[src/rtl/lagarto_plic_target_controller.sv]
// Lagarto PLIC per-target core: pending latch, iterative best-source scan,
// notification against threshold and the claim/complete handshake.
module lagarto_plic_target_controller #(
  parameter int NUMBER_OF_INTERRUPT_SOURCES = 32,
  parameter int PRIORITY_WIDTH              = 3,
  parameter int MXLEN                       = 64
) (
  input  logic                                                  clk_i,
  input  logic                                                  rstn_i,
  input  logic [NUMBER_OF_INTERRUPT_SOURCES-1:0]                interrupt_request_i,
  input  logic [NUMBER_OF_INTERRUPT_SOURCES*PRIORITY_WIDTH-1:0] interrupt_priority_i,
  input  logic [NUMBER_OF_INTERRUPT_SOURCES-1:0]                interrupt_enable_i,
  input  logic [PRIORITY_WIDTH-1:0]                             interrupt_threshold_i,
  input  logic                                                  interrupt_claim_i,
  input  logic                                                  interrupt_complete_i,
  output logic                                                  interrupt_notification_o,
  output logic [MXLEN-1:0]                                      interrupt_id_o,
  output logic [NUMBER_OF_INTERRUPT_SOURCES-1:0]                interrupt_complete_o,
  output logic [NUMBER_OF_INTERRUPT_SOURCES-1:0]                interrupt_pending_o
);

  localparam int N   = NUMBER_OF_INTERRUPT_SOURCES;
  localparam int PW  = PRIORITY_WIDTH;
  localparam int IDW = $clog2(N);

  localparam logic [IDW-1:0] FIRST_IDX = IDW'(1);
  localparam logic [IDW-1:0] LAST_IDX  = IDW'(N-1);
  localparam logic [N-1:0]   SRC_MASK  = {{(N-1){1'b1}}, 1'b0};

  typedef enum logic {
    READY,
    CLAIMED
  } state_e;

  state_e           state_q, state_d;
  logic [N-1:0]     pending_q, pending_d;
  logic [IDW-1:0]   scan_idx_q, scan_idx_d;
  logic [IDW-1:0]   best_id_q, best_id_d;
  logic [PW-1:0]    best_prio_q, best_prio_d;
  logic [IDW-1:0]   result_id_q, result_id_d;
  logic [PW-1:0]    result_prio_q, result_prio_d;
  logic [IDW-1:0]   claimed_id_q, claimed_id_d;
  logic             notif_q, notif_d;
  logic [MXLEN-1:0] id_q, id_d;
  logic [N-1:0]     complete_q, complete_d;

  logic [PW-1:0]  prio_arr [N];
  logic [IDW-1:0] run_id;
  logic [PW-1:0]  run_prio;
  logic [PW-1:0]  cur_prio;
  logic           cand;
  logic [IDW-1:0] scan_id;
  logic [PW-1:0]  scan_prio;
  logic [IDW-1:0] claim_id;

  always_comb begin
    for (int k = 0; k < N; k++) begin
      prio_arr[k] = interrupt_priority_i[k*PW +: PW];
    end
  end

  // Running best restarts at the first index of every sweep
  always_comb begin
    run_id    = best_id_q;
    run_prio  = best_prio_q;
    if (scan_idx_q == FIRST_IDX) begin
      run_id   = '0;
      run_prio = '0;
    end
    cur_prio  = prio_arr[scan_idx_q];
    cand      = pending_q[scan_idx_q]
              & interrupt_enable_i[scan_idx_q]
              & (cur_prio != '0)
              & (cur_prio > run_prio);
    scan_id   = cand ? scan_idx_q : run_id;
    scan_prio = cand ? cur_prio   : run_prio;
  end

  assign claim_id = notif_q ? result_id_q : '0;

  always_comb begin
    state_d       = state_q;
    pending_d     = pending_q;
    best_id_d     = scan_id;
    best_prio_d   = scan_prio;
    result_id_d   = result_id_q;
    result_prio_d = result_prio_q;
    claimed_id_d  = claimed_id_q;
    id_d          = id_q;
    complete_d    = '0;
    scan_idx_d    = scan_idx_q + FIRST_IDX;
    notif_d       = (result_prio_q > interrupt_threshold_i)
                  && (result_id_q != '0)
                  && (state_q == READY);

    if (scan_idx_q == LAST_IDX) begin
      scan_idx_d    = FIRST_IDX;
      result_id_d   = scan_id;
      result_prio_d = scan_prio;
    end

    unique case (state_q)
      READY: begin
        if (interrupt_claim_i) begin
          id_d = MXLEN'(claim_id);
          if (claim_id != '0) begin
            pending_d[claim_id] = 1'b0;
            claimed_id_d        = claim_id;
            notif_d             = 1'b0;
            result_id_d         = '0;
            result_prio_d       = '0;
            best_id_d           = '0;
            best_prio_d         = '0;
            scan_idx_d          = FIRST_IDX;
            state_d             = CLAIMED;
          end
        end
      end
      CLAIMED: begin
        notif_d = 1'b0;
        if (interrupt_claim_i) begin
          id_d = '0;
        end
        if (interrupt_complete_i) begin
          complete_d[claimed_id_q] = 1'b1;
          state_d                  = READY;
        end
      end
      default: state_d = READY;
    endcase

    // A new request wins over a same-cycle claim clear
    pending_d = pending_d | (interrupt_request_i & SRC_MASK);
  end

  always_ff @(posedge clk_i or negedge rstn_i) begin
    if (!rstn_i) begin
      state_q       <= READY;
      pending_q     <= '0;
      scan_idx_q    <= FIRST_IDX;
      best_id_q     <= '0;
      best_prio_q   <= '0;
      result_id_q   <= '0;
      result_prio_q <= '0;
      claimed_id_q  <= '0;
      notif_q       <= 1'b0;
      id_q          <= '0;
      complete_q    <= '0;
    end else begin
      state_q       <= state_d;
      pending_q     <= pending_d;
      scan_idx_q    <= scan_idx_d;
      best_id_q     <= best_id_d;
      best_prio_q   <= best_prio_d;
      result_id_q   <= result_id_d;
      result_prio_q <= result_prio_d;
      claimed_id_q  <= claimed_id_d;
      notif_q       <= notif_d;
      id_q          <= id_d;
      complete_q    <= complete_d;
    end
  end

  assign interrupt_notification_o = notif_q;
  assign interrupt_id_o           = id_q;
  assign interrupt_complete_o     = complete_q;
  assign interrupt_pending_o      = pending_q;

endmodule

[config.mk]
export PLATFORM = sky130hd
export DESIGN_NAME = lagarto_plic_target_controller
export DESIGN_NICKNAME = d
export VERILOG_FILES = /design/src/rtl/lagarto_plic_target_controller.sv
export SDC_FILE = /design/constraint.sdc
export NUM_CORES = 1
export LEC_CHECK = 0
export CAP_MARGIN = 0
export CORE_MARGIN = 1
export CORE_UTILIZATION = 41
export DETAILED_ROUTE_END_ITERATION = 10
export MAX_ROUTING_LAYER = met4
export PLACE_DENSITY = 0.82
export SETUP_SLACK_MARGIN = 0.02
export SYNTH_ARGS = -nofsm -noshare
export SYNTH_HDL_FRONTEND = slang
export SYNTH_SLANG_ARGS = --single-unit
[constraint.sdc]
create_clock -name clk_i -period 3.7 [get_ports clk_i]
set_input_delay 0.555 -clock clk_i [delete_from_list [all_inputs] [get_ports clk_i]]
set_output_delay 0.555 -clock clk_i [all_outputs]
set_load 0.05 [all_outputs]
==> metrics <==
status finished clean; Commonest cells post-synth 96 x dfrtp_1, 85 x nand2_1, 61 x buf_4; kind of end point of the critical path flip-flop; Post-DP HPWL 13.0 mm; share of the synthesized area in the top cell type 0.410; cell taking the most area after synthesis dfrtp_1; Power Dens Cells 613 nW/µm²; VDD IR-drop max 290 µV; post-synthesis simple-gate area fraction 0.178; Worst path max stage delay 660 ps; Yosys warning count 0; Least-Margin Pin Slew 1010 ps; Synth Area in Compound Gates 0.122; total wire length 16.2 mm; sequential area share after synthesis 0.414; # resized after CTS 0; vias 4953; Fillers 1214; multiplexer area fraction after synthesis 0.135; total power 5160 µW; Hold Crit Class in -> async; Worst EP arrival 3700 ps; Pins Over Slew Limit 0; Core Region 13900 µm²; Fin Setup TNS 0 ps; first-pass GRT wire length 25.8 mm; R2R setup slack 260 ps; CP endpoint result_id_q[3]; cell with the most instances after synthesis dfrtp_1; vias per inst 5.00; NumNets Final 981; Slowest-stage cell, CP dfstp_2; RSZ-0062 raised after global routing no; share of layout cells above drive strength 1 0.0851; PortBufs 235; worst-path fanout max 11; Starting DRT DRC Count 273; setup bufs post-CTS 0; Cell Rows 43; CTS root buf clkbuf_16; worst flop-to-flop path endpoint result_id_q[3]; critical path startpoint scan_idx_q[0]; Min Clock Period, post-route 3440 ps; R2R cell count 11; die width 122 µm; WP data required 3960 ps; Tcrit/Tclk final 0.930; total gr overflow 0; GRT Total Usage 0.236; CTS tree built; initial antenna violation count 0; Starting Density 0.421; Max Cap Viol 0; WS Path Type reg -> reg; # DRC 0; synth top area cells dfrtp_1 41%, buf_4 7.8%, nand2_1 5.4%; maximum clock frequency 291 MHz; pin count of the biggest net entering global routing 83; wire length per cell 16.3 µm; vias in the first global route 5118; placed cells 975; Worst-Skew Late Latency 350 ps; area delta synth->final 43.6%; post-synthesis cell area 5870 µm²; Post-synth ARST share 1.00; fin cells 991; DRT Pass-1 Iters 5; Netlist cell types 64; Worst R2R Start scan_idx_q[0]; Final Hold Viols 0; CTS Sinks 97; hold buffer count at CTS 0; Inserted Clock Buffers 9; EDFF count, synth 0; antenna viol nets, final 0; chain of cells forming the critical path mux4_2 -> o2111ai_1 -> and4_2 -> inv_1 -> ha_1 -> nand2_1 -> nor4b_4 -> nor2_1 -> buf_4 -> a311o_2 -> a31oi_1; Synth Register Bits 97; combinational family with the most area after synthesis simple AND/OR/NAND/NOR gates; H-tree levels 3; Post-Syn Instances 578; worst-case clock buffer depth 2; endpoints failing setup 0; CTS clk-pin slew, worst paths 70 ps; die area 14800 µm²; post-synthesis adder-cell area fraction 0.0171; diode count 0; I/O pin total 296; Synth Area in XOR/XNOR 0.00299; Avg Inst Size Synth 10.1 µm²; GP Congestion 0.840; Area after DPL 8080 µm²; fin area 8420 µm²; Startpoint Class flip-flop; die height 122 µm; Setup Skew 10.3 ps; Leak Pwr 0.00353 µW; max_slew headroom 0.327; Main synth FF type dfrtp_1
[power breakdown]
group          leakage [µW]  total (µW)  internal, µW  switching [µW]
registers           0.00116        1470          1220             245
logic               0.00221        2650          1180            1470
clock network      0.000164        1040           606             432
[cell families (layout without fill, tap and decap cells)]
group                      count (synthesis)  in the layout
muxes                                     51             51
AOI/OAI and AO/OA                         99             99
adders and majority gates                  8              8
xor gates and xnor gates                   2              2
buffers and inverters                    108            283
DFF                                       97             97
other                                      1             59
and+or+nand+nor                          212            212
[area by class of cell]
class                      count  area, µm²  area share
multi-input combinational    431       2890       0.343
timing repair buffer         247       2450       0.291
sequential                    97       2430       0.289
clock buffer                   9        225      0.0267
tap                          180        225      0.0267
clock inverter                 7        114      0.0135
inverter                      20       82.6     0.00981
[placed cells by master (no fill, tap or decap), types with 14 or more instances in the layout]
| master | netlist | routed |
|---|---|---|
| clkdlybuf4s50_1 | 0 | 234 |
| dfrtp_1 | 96 | 95 |
| nand2_1 | 85 | 85 |
| nand3_1 | 14 | 14 |
| inv_1 | 18 | 18 |
| a21oi_1 | 14 | 14 |
| a21o_1 | 30 | 30 |
| nor2_1 | 49 | 49 |
| o21ai_0 | 17 | 17 |
| mux2i_1 | 27 | 27 |
| conb_1 | 1 | 59 |
[critical path, delay by kind of cell (launching register included)]
family | cells | cell delay [ps]
simple gates | 4 | 840
compound gates | 3 | 720
flops | 1 | 660
mux | 1 | 540
fa+ha+maj | 1 | 320
buf+inv | 2 | 270
[metrics by stage]
step | hold WS (ps) | worst slack [ps] | utilization
3_3_place_gp | 391 | 63.5 | 0.580
5_1_grt | 432 | 43.6 | 0.604
3_5_place_dp | 397 | -30.5 | 0.580
2_1_floorplan | 259 | 390 | -
6_report | 384 | 259 | 0.604
4_1_cts | 410 | 255 | 0.604
[worst min-delay path by stage]
stage                                to  slack (ps)  cells after the start
6_report       interrupt_complete_o[13]         380                      1
3_3_place_gp     interrupt_pending_o[0]         390                      0
3_5_place_dp     interrupt_pending_o[0]         400                      0
2_1_floorplan              best_id_q[0]         260                      0
4_1_cts        interrupt_complete_o[24]         410                      1
5_1_grt          interrupt_pending_o[0]         430                      0
[state kept, by name, indices dropped and copies added, names as in the netlist, 3 cells and up]
signal,count
interrupt_complete_o,32
interrupt_pending_o,32
best_id_q,5
claimed_id_q,5
interrupt_id_o,5
result_id_q,5
scan_idx_q,5
best_prio_q,3
result_prio_q,3
[routing by layer]
| metal | track usage | up-vias | wire [µm] |
|---|---|---|---|
| met1 | 0.289 | 2380 | 6670 |
| met4 | 0.0764 | 0 | 303 |
| li1 | - | 2374 | - |
| met2 | 0.396 | 174 | 8380 |
| met3 | 0.0412 | 25 | 821 |
| met5 | - | - | 0 |
No activity file was read; power rests on OpenSTA's default activity.
